==> config.mk <==
export PLATFORM = sky130hd
export DESIGN_NAME = axis_demux
export DESIGN_NICKNAME = d
export VERILOG_FILES = /design/src/rtl/axis_demux.sv
export SDC_FILE = /design/constraint.sdc
export NUM_CORES = 1
export LEC_CHECK = 0
export CORE_UTILIZATION = 53
export CTS_BUF_LIST = sky130_fd_sc_hd__clkbuf_4
export CTS_CLUSTER_SIZE = 14
export DETAILED_ROUTE_END_ITERATION = 10
export PLACE_DENSITY = 0.88
export SLEW_MARGIN = 20
export SYNTH_ARGS = -nofsm -noshare
export SYNTH_HDL_FRONTEND = slang
export SYNTH_SLANG_ARGS = --single-unit
==> constraint.sdc <==
create_clock -name clock -period 4.46 [get_ports clock]
set_input_delay 0.892 -clock clock [delete_from_list [all_inputs] [get_ports clock]]
set_output_delay 0.892 -clock clock [all_outputs]
set_load 0.03 [all_outputs]
==> src/rtl/axis_demux.sv <==
// -----------------------------------------------------------------------------
// axis_demux
//
// Packet-level 1:2 demultiplexer for the 8-bit AXI-Stream receive path of the
// MII MAC. Each frame is steered as a whole to output 0 or output 1, or it is
// discarded. The choice is made from the route code that is present with the
// frame's first beat. Both outputs are full register stages. Three wrapping
// counters record how many frames went to each destination.
//
// Handshake: a beat transfers on any rising edge where tvalid and tready are
// both high. A source holds tvalid, tdata, tuser and tlast stable until that
// transfer happens. tready may depend combinationally on the state of the
// receiver.
//
// Ports
//   clock, reset          rising-edge clock, synchronous active-high reset
//   saxis_*               upstream stream (tdata/tvalid/tuser/tlast in,
//                         tready out)
//   route                 destination code sampled in IDLE:
//                         0 -> out 0, 1 -> out 1, 2/3 -> drop
//   maxis_0_*, maxis_1_*  registered downstream streams (tready in)
//   frame_count_0/1       frames delivered to output 0 / output 1
//   drop_count            frames discarded
//   state                 current FSM state, for debug and checkers
//                         (0 IDLE, 1 ROUTE0, 2 ROUTE1, 3 DROP)
// -----------------------------------------------------------------------------
module axis_demux #(
    parameter int COUNTER_WIDTH = 16
) (
    input  logic                     clock,
    input  logic                     reset,

    input  logic [7:0]               saxis_tdata,
    input  logic                     saxis_tvalid,
    output logic                     saxis_tready,
    input  logic                     saxis_tuser,
    input  logic                     saxis_tlast,
    input  logic [1:0]               route,

    output logic [7:0]               maxis_0_tdata,
    output logic                     maxis_0_tvalid,
    output logic                     maxis_0_tuser,
    output logic                     maxis_0_tlast,
    input  logic                     maxis_0_tready,

    output logic [7:0]               maxis_1_tdata,
    output logic                     maxis_1_tvalid,
    output logic                     maxis_1_tuser,
    output logic                     maxis_1_tlast,
    input  logic                     maxis_1_tready,

    output logic [COUNTER_WIDTH-1:0] frame_count_0,
    output logic [COUNTER_WIDTH-1:0] frame_count_1,
    output logic [COUNTER_WIDTH-1:0] drop_count,

    output logic [1:0]               state
);

    typedef enum logic [1:0] {
        IDLE   = 2'd0,
        ROUTE0 = 2'd1,
        ROUTE1 = 2'd2,
        DROP   = 2'd3
    } state_t;

    localparam logic [COUNTER_WIDTH-1:0] COUNT_ONE = {{(COUNTER_WIDTH-1){1'b0}}, 1'b1};

    state_t state_q;
    logic   accept;
    logic   out0_free;
    logic   out1_free;

    assign state = state_q;

    // An output register can take a new beat when it is empty, or when its
    // current beat is leaving in this same cycle.
    assign out0_free = !maxis_0_tvalid || maxis_0_tready;
    assign out1_free = !maxis_1_tvalid || maxis_1_tready;

    // tready is forced low while reset is asserted, so that no beat is
    // consumed while the pipeline is being cleared.
    always_comb begin
        saxis_tready = 1'b0;
        if (!reset) begin
            case (state_q)
                IDLE:    saxis_tready = 1'b0;
                ROUTE0:  saxis_tready = out0_free;
                ROUTE1:  saxis_tready = out1_free;
                DROP:    saxis_tready = 1'b1;
                default: saxis_tready = 1'b0;
            endcase
        end
    end

    assign accept = saxis_tvalid && saxis_tready;

    always_ff @(posedge clock) begin
        if (reset) begin
            state_q        <= IDLE;
            maxis_0_tdata  <= 8'h00;
            maxis_0_tvalid <= 1'b0;
            maxis_0_tuser  <= 1'b0;
            maxis_0_tlast  <= 1'b0;
            maxis_1_tdata  <= 8'h00;
            maxis_1_tvalid <= 1'b0;
            maxis_1_tuser  <= 1'b0;
            maxis_1_tlast  <= 1'b0;
            frame_count_0  <= '0;
            frame_count_1  <= '0;
            drop_count     <= '0;
        end else begin
            // Drain first. A reload further down in the same cycle overrides
            // this clear, so a beat that arrives as the old one leaves keeps
            // tvalid high.
            if (maxis_0_tvalid && maxis_0_tready) begin
                maxis_0_tvalid <= 1'b0;
            end
            if (maxis_1_tvalid && maxis_1_tready) begin
                maxis_1_tvalid <= 1'b0;
            end

            case (state_q)
                IDLE: begin
                    // The route code is only meaningful while a first beat is
                    // being offered.
                    if (saxis_tvalid) begin
                        case (route)
                            2'd0:    state_q <= ROUTE0;
                            2'd1:    state_q <= ROUTE1;
                            default: state_q <= DROP;
                        endcase
                    end
                end

                ROUTE0: begin
                    if (accept) begin
                        maxis_0_tdata  <= saxis_tdata;
                        maxis_0_tuser  <= saxis_tuser;
                        maxis_0_tlast  <= saxis_tlast;
                        maxis_0_tvalid <= 1'b1;
                        if (saxis_tlast) begin
                            frame_count_0 <= frame_count_0 + COUNT_ONE;
                            state_q       <= IDLE;
                        end
                    end
                end

                ROUTE1: begin
                    if (accept) begin
                        maxis_1_tdata  <= saxis_tdata;
                        maxis_1_tuser  <= saxis_tuser;
                        maxis_1_tlast  <= saxis_tlast;
                        maxis_1_tvalid <= 1'b1;
                        if (saxis_tlast) begin
                            frame_count_1 <= frame_count_1 + COUNT_ONE;
                            state_q       <= IDLE;
                        end
                    end
                end

                DROP: begin
                    if (accept && saxis_tlast) begin
                        drop_count <= drop_count + COUNT_ONE;
                        state_q    <= IDLE;
                    end
                end

                default: state_q <= IDLE;
            endcase
        end
    end

endmodule

==> qor.csv, run 1 <==
metric;value;unit
CTS resizes;0;
Hold Violations, Final;0;
Yosys top cell area share;45.62;%
Slew @ Worst Pin;0.9507;ns
CP endpoint kind;output port;
first-pass GRT wire length;11960;um
syn nets;375;
cells after synthesis;350;
Num CTS Buffers;9;
GRT Resource Usage Total;24.28;%
outcome;complete, no violations;
Hold WC Path Type;reg2reg;
Synth warnings;0;
Initial Utilization;56.00;%
Reg clk slew, reported paths;0.11;ns
initial antenna violation count;0;
Chip Width;79.21;um
Die Span Y;79.21;um
layout net count;461;
Max Root-Sink Buffers;2;
CTS tree;built;
storage element area;1441;um2
Max Fclk;281.2;MHz
Place WS;0.9244;ns
fin. max-slew vios;0;
critical path launch point type;input port;
clock sink count;72;
post-synthesis xor/xnor area fraction;9.980;%
compound-cell area share of the yosys netlist;5.663;%
DRT iter0 DRCs;166;
delay-heaviest family, CP;buffers and inverters;
Multi-input gate area;1628;um2
Core ar.;5642;um2
slowest stage cell, crit path;clkdlybuf4s50_1;
DP Area;4079;um2
post-synthesis mux area share;6.337;%
number of synthesized register bits;72;
Port-buffer cells;89;
Sum Neg Setup Slack;0;ns
Skew-Pair Late Insertion Delay;0.41;ns
simple logic cell fraction of the synthesized area;26.38;%
RSZ-0062 raised after global routing;no;
DR pass1 iterations;4;
fin area;4257;um2
n_diodes;0;
Final Worst Setup Slack;0.9037;ns
total grt overflow;0;
Cell Rows;27;
area grow syn2layout;34.73;%
largest family of logic cells by synthesized area;simple AND/OR/NAND/NOR gates;
crit-path cells;clkdlybuf4s50_1 > nand2b_1 > a221oi_1 > nor3_1 > clkdlybuf4s50_1;
WL final;7413;um
Mapped Area;3159;um2
CP arrival;2.66;ns
Area contributors post-synth;dfxtp_1, nor2_1, mux2i_1, xor2_1, xnor2_1;
final setup violation count;0;
IR Drop Worst-Case VDD;0.2362;mV
CP max stage delay;0.61;ns
DRC viols;0;
layout cells sized above 1;4.762;%
filler cell count;394;
Vias/cell;5.528;
H-tree depth;3;
vias in the first global route;2613;
DR WL/cell;14.45;um
Leak;0.001579;uW
CP Class;in2out;
CP dominant cell by count;clkdlybuf4s50_1;
post-CTS setup buffer count;0;
clock skew;0.01613;ns
post-synthesis adder-cell area fraction;3.168;%
post-route clock period utilization;79.74;%
cell taking the most area after synthesis;dfxtp_1;
dpl hpwl;5082;um
MaxCap Viol Count;0;
I/O pin count;90;
full die area;6273;um2
Power Density;316.8;nW/um2
Synth cell types;34;
RePlAce Congestion;0.7779;
Final ANT Viol Nets;0;
post-synthesis sequential area ratio;45.62;%
worst endpoint required time;3.57;ns
CP Max Fanout;5;
largest net degree at the start of global routing;78;
WP buf/inv;2;
crit path time final;3.556;ns
detailed-route via count;2836;
Avg Cell Area, Syn;9.027;um2
Slew headroom;36.24;%
hold_buf cts;0;
clock root buffer;clkbuf_4;
[final timing paths]
path | end | start | slack, ns | depth (start not counted)
setup reg to reg | maxis_1_tdata[7] | state[0] | 2.08 | 6
hold reg to reg | drop_count[1] | drop_count[1] | 0.50 | 2
setup / recovery | saxis_tready | maxis_0_tready | 0.90 | 5
hold / removal | drop_count[1] | drop_count[1] | 0.50 | 2
[stage by stage]
| stage | total power [uW] | util, % | instances | hold WS, ns |
|---|---|---|---|---|
| 6_report | 1349 | 75.45 | 513 | 0.5041 |
| 5_1_grt | 1397 | 75.45 | 513 | 0.5244 |
| 4_1_cts | 1355 | 75.45 | 513 | 0.5059 |
| 3_5_place_dp | 850.2 | 72.30 | 497 | 0.4851 |
| 3_3_place_gp | 844.8 | 72.30 | 497 | 0.4741 |
| 2_1_floorplan | 786.9 | - | 350 | 0.5999 |
[cell usage in the layout (no fill, tap or decap), types with 5 or more instances in the layout]
| master | count |
|---|---|
| a21oi_1 | 14 |
| and3_1 | 7 |
| clkbuf_4 | 9 |
| clkdlybuf4s50_1 | 88 |
| dfxtp_1 | 72 |
| ha_1 | 8 |
| inv_1 | 7 |
| mux2i_1 | 20 |
| nand2_1 | 16 |
| nand3_1 | 18 |
| nand4_1 | 15 |
| nor2_1 | 63 |
| nor3_1 | 5 |
| o21ai_0 | 12 |
| or3_1 | 9 |
| xnor2_1 | 16 |
| xor2_1 | 20 |
[logic make-up after synthesis]
| group | after synthesis |
|---|---|
| buf+inv | 22 |
| mux | 20 |
| fa+ha+maj | 8 |
| compound gates | 32 |
| xor+xnor | 36 |
| flops | 72 |
| simple gates | 160 |
[power breakdown]
group | leakage (uW) | total (uW) | switching [uW] | internal, uW
sequential | 0.000580 | 665 | 10.3 | 655
clock | 0.0000910 | 510 | 231 | 279
combinational | 0.000908 | 173 | 104 | 69.2
total | 0.00158 | 1350 | 345 | 1000
[sequential cells by signal, summed over array words and instances (netlist names), 2 cells and up]
register	count
drop_count	16
frame_count_0	16
frame_count_1	16
maxis_0_tdata	8
maxis_1_tdata	8
state	2
[cell type report]
| type | instances | share of cell area (%) |
|---|---|---|
| multi-input combinational | 256 | 38.24 |
| inverter | 7 | 0.6173 |
| clock buffer | 9 | 1.587 |
| tap | 72 | 2.116 |
| timing repair buffer | 90 | 20.99 |
| clock inverter | 7 | 2.587 |
| sequential | 72 | 33.86 |
[cell usage after synthesis]
master	instances
a211o_1	2
a211oi_1	1
a21oi_1	14
a221oi_1	1
and2_1	3
and3_1	7
and3_2	1
and4_1	4
and4bb_2	2
buf_2	3
buf_4	1
clkbuf_1	11
dfxtp_1	72
ha_1	8
inv_1	7
mux2i_1	20
nand2_1	16
nand2b_1	4
nand3_1	18
nand3b_1	1
nand4_1	15
nand4_2	1
nand4_4	1
nand4b_1	1
nor2_1	63
nor3_1	5
nor3b_1	2
nor4_1	4
nor4b_1	3
o21ai_0	12
o31ai_1	2
or3_1	9
xnor2_1	16
xor2_1	20
[worst min-delay path, delay by kind of cell (launching register included)]
family             cells  cell delay, ns
DFF                    1            0.35
AOI/OAI and AO/OA      1            0.05
and+or+nand+nor        1            0.06
[routing by layer]
| metal | GRT usage, % | up-vias | routed length (um) |
|---|---|---|---|
| met5 | 0 | - | 0 |
| met4 | 9.818 | 0 | 93 |
| met3 | 6.207 | 9 | 527 |
| met2 | 38.88 | 108 | 3560 |
| met1 | 31.05 | 1337 | 3231 |
| li1 | - | 1382 | - |
Note: power is estimated with default switching activity, not from simulation.
==> run 2: changes to the inputs <==
--- a/config.mk
+++ b/config.mk
@@ -5,11 +5,11 @@
 export SDC_FILE = /design/constraint.sdc
 export NUM_CORES = 1
 export LEC_CHECK = 0
-export CORE_UTILIZATION = 53
+export CORE_UTILIZATION = 44
 export CTS_BUF_LIST = sky130_fd_sc_hd__clkbuf_4
 export CTS_CLUSTER_SIZE = 14
 export DETAILED_ROUTE_END_ITERATION = 10
-export PLACE_DENSITY = 0.88
+export PLACE_DENSITY = 0.78
 export SLEW_MARGIN = 20
 export SYNTH_ARGS = -nofsm -noshare
 export SYNTH_HDL_FRONTEND = slang
==> constraint.sdc (replaced) <==
create_clock -name clock -period 3 [get_ports clock]
set_input_delay 0.6 -clock clock [delete_from_list [all_inputs] [get_ports clock]]
set_output_delay 0.6 -clock clock [all_outputs]
set_load 0.03 [all_outputs]
==> run 2 against run 1 <==
Net effect: sequential cell count is the same; global-route usage shrank 4.1 points; power grew 53%; count of clock-buffer cells in the layout is the same; die area grew 20%; combinational power grew 48%; clock skew shrank 0.0020 ns; cell count grew 5.8%; first-iteration DRC count shrank 17%; wire length shrank 1.0%.
==> qor.csv, run 2 (synthesis gave the netlist of run 1 again) <==
metric;value;unit;change
Port-buffer cells;89;;unchanged
n_diodes;0;;unchanged
Num CTS Buffers;9;;unchanged
WL final;7338;um;was 7413 um
DRT iter0 DRCs;138;;was 166
reg2reg path depth;7;;was 6
Final ANT Viol Nets;0;;unchanged
register share of total power;48.1;%;was 49.3%
CP arrival;2.00;ns;was 2.66 ns
area grow syn2layout;37.74;%;was 34.73%
Skew-Pair Late Insertion Delay;0.43;ns;was 0.41 ns
Cell Rows;30;;was 27
sw power;545.6;uW;was 345.1 uW
vias in the first global route;2536;;was 2613
DP Area;4154;um2;was 4079 um2
most frequent cells in the layout;clkdlybuf4s50_1, dfxtp_1, nor2_1;;unchanged
largest net degree at the start of global routing;43;;was 78
post-route total power;2058;uW;was 1349 uW
total grt overflow;0;;unchanged
Slew @ Worst Pin;0.4753;ns;was 0.9507 ns
I/O pin count;90;;unchanged
Top Registers;drop_count: 16 flops, frame_count_0: 16 flops, frame_count_1: 16 flops;;unchanged
Hold WC Path Type;reg2reg;;unchanged
layout cells sized above 1;6.488;%;was 4.762%
Max Root-Sink Buffers;2;;unchanged
worst r2r dst;frame_count_1[8];;was maxis_1_tdata[7]
crit path time final;2.603;ns;
reg2reg start;state[0];;unchanged
Hold Violations, Final;0;;unchanged
Int Power;1512;uW;was 1003 uW
CP Max Fanout;6;;was 5
worst endpoint required time;2.40;ns;was 3.57 ns
Vias/cell;5.123;;was 5.528
Hold Slack;0.4941;ns;was 0.5041 ns
commonest non-fill, non-tap cell in the layout;clkdlybuf4s50_1;;unchanged
Slew headroom;68.31;%;was 36.24%
CP endpoint kind;output port;;unchanged
DR WL/cell;13.51;um;was 14.45 um
Final Worst Setup Slack;0.3972;ns;was 0.9037 ns
Max Fclk;384.2;MHz;
RSZ-0062 raised after global routing;no;;unchanged
IR Drop Worst-Case VDD;0.2770;mV;was 0.2362 mV
DRC viols;0;;unchanged
first-pass GRT wire length;11780;um;was 11960 um
fin area;4352;um2;was 4257 um2
filler cell count;571;;was 394
combinational share of power;12.4;%;was 12.9%
Sum Neg Setup Slack;0;ns;unchanged
Power Density;472.9;nW/um2;was 316.8 nW/um2
full die area;7523;um2;was 6273 um2
fin. max-slew vios;0;;unchanged
MaxCap Viol Count;0;;unchanged
Core ar.;6869;um2;was 5642 um2
initial antenna violation count;0;;unchanged
post-route clock period utilization;86.76;%;
Initial Utilization;45.99;%;was 56.00%
H-tree depth;3;;unchanged
GRT Resource Usage Total;20.20;%;was 24.28%
hold depth;2;;unchanged
flop-to-flop setup slack;0.72;ns;was 2.08 ns
final setup violation count;0;;unchanged
clock root buffer;clkbuf_4;;unchanged
Hold EP;drop_count[1];;unchanged
RePlAce Congestion;0.8252;;was 0.7779
critical path launch point type;flip-flop;;was input port
hold wc startpoint;drop_count[1];;unchanged
DR pass1 iterations;4;;unchanged
clock skew;0.01409;ns;was 0.01613 ns
CP Class;reg2out;;was in2out
Die Span Y;86.74;um;was 79.21 um
Clk network pwr share;39.5;%;was 37.8%
detailed-route via count;2782;;was 2836
outcome;complete, no violations;;unchanged
Chip Width;86.74;um;was 79.21 um
layout net count;467;;was 461
dpl hpwl;5239;um;was 5082 um
Leak;0.001637;uW;was 0.001579 uW
clock sink count;72;;unchanged
CTS tree;built;;unchanged
Reg clk slew, reported paths;0.12;ns;was 0.11 ns
sw frac;26.51;%;was 25.59%
Place WS;0.1400;ns;was 0.9244 ns
==> run 2: cell type report <==
type | instances | area [um2] | area share, %
multi-input combinational | 256 | 1628 | 37.41
clock inverter | 7 | 127.6 | 2.933
clock buffer | 9 | 67.56 | 1.553
timing repair buffer | 96 | 940.9 | 21.62
inverter | 7 | 26.28 | 0.6038
tap | 96 | 120.1 | 2.760
sequential | 72 | 1441 | 33.12
==> run 2: worst max path at each step <==
stage / from / to / slack, ns
floorplan: state[1] / saxis_tready / 0.59
global placement: maxis_0_tready / saxis_tready / 0.1
detailed placement: maxis_0_tready / saxis_tready / 0.14
CTS: state[0] / saxis_tready / 0.01
global route: state[0] / saxis_tready / 0.27
finish: state[0] / saxis_tready / 0.40
==> run 2: repair_timing <==
action / in CTS / in global routing
endpoints found under the hold margin: 0 / 0
buffers inserted: 0 / 0
endpoints found under the setup margin: 0 / 1
resized for setup: 0 / 1
hold buffers: 0 / 0
==> run 2: critical path: stages (launching register included) <==
cell and delay, ns:
dfxtp_1 0.42, inv_1 0.12, ha_1 0.30, a221oi_1 0.41, nor3_1 0.08, dlymetal6s2s_1 0.25
==> run 2: metrics by stage <==
stage | utilization [%] | instances
finish | 63.35 | 543
global placement | 60.47 | 527
floorplan | - | 350
global route | 63.35 | 543
CTS | 63.32 | 543
detailed placement | 60.47 | 527
==> run 2: per-layer routing <==
metal | part of all wire, % | track usage, %
met2 | 48 | 33.04
met1 | 45 | 25.04
met3 | 5.6 | 6.190
met5 | 0 | 0
met4 | 1.2 | 7.576
==> run 2: power groups by stage <==
| stage | Clock, uW | Sequential (uW) | Combinational [uW] |
|---|---|---|---|
| after floorplan | 0 | 1040 | 127 |
| after global placement | 0 | 1010 | 251 |
| after detailed placement | 0 | 1010 | 256 |
| after CTS | 824 | 990 | 257 |
| after global routing | 860 | 992 | 275 |
| final | 812 | 989 | 256 |
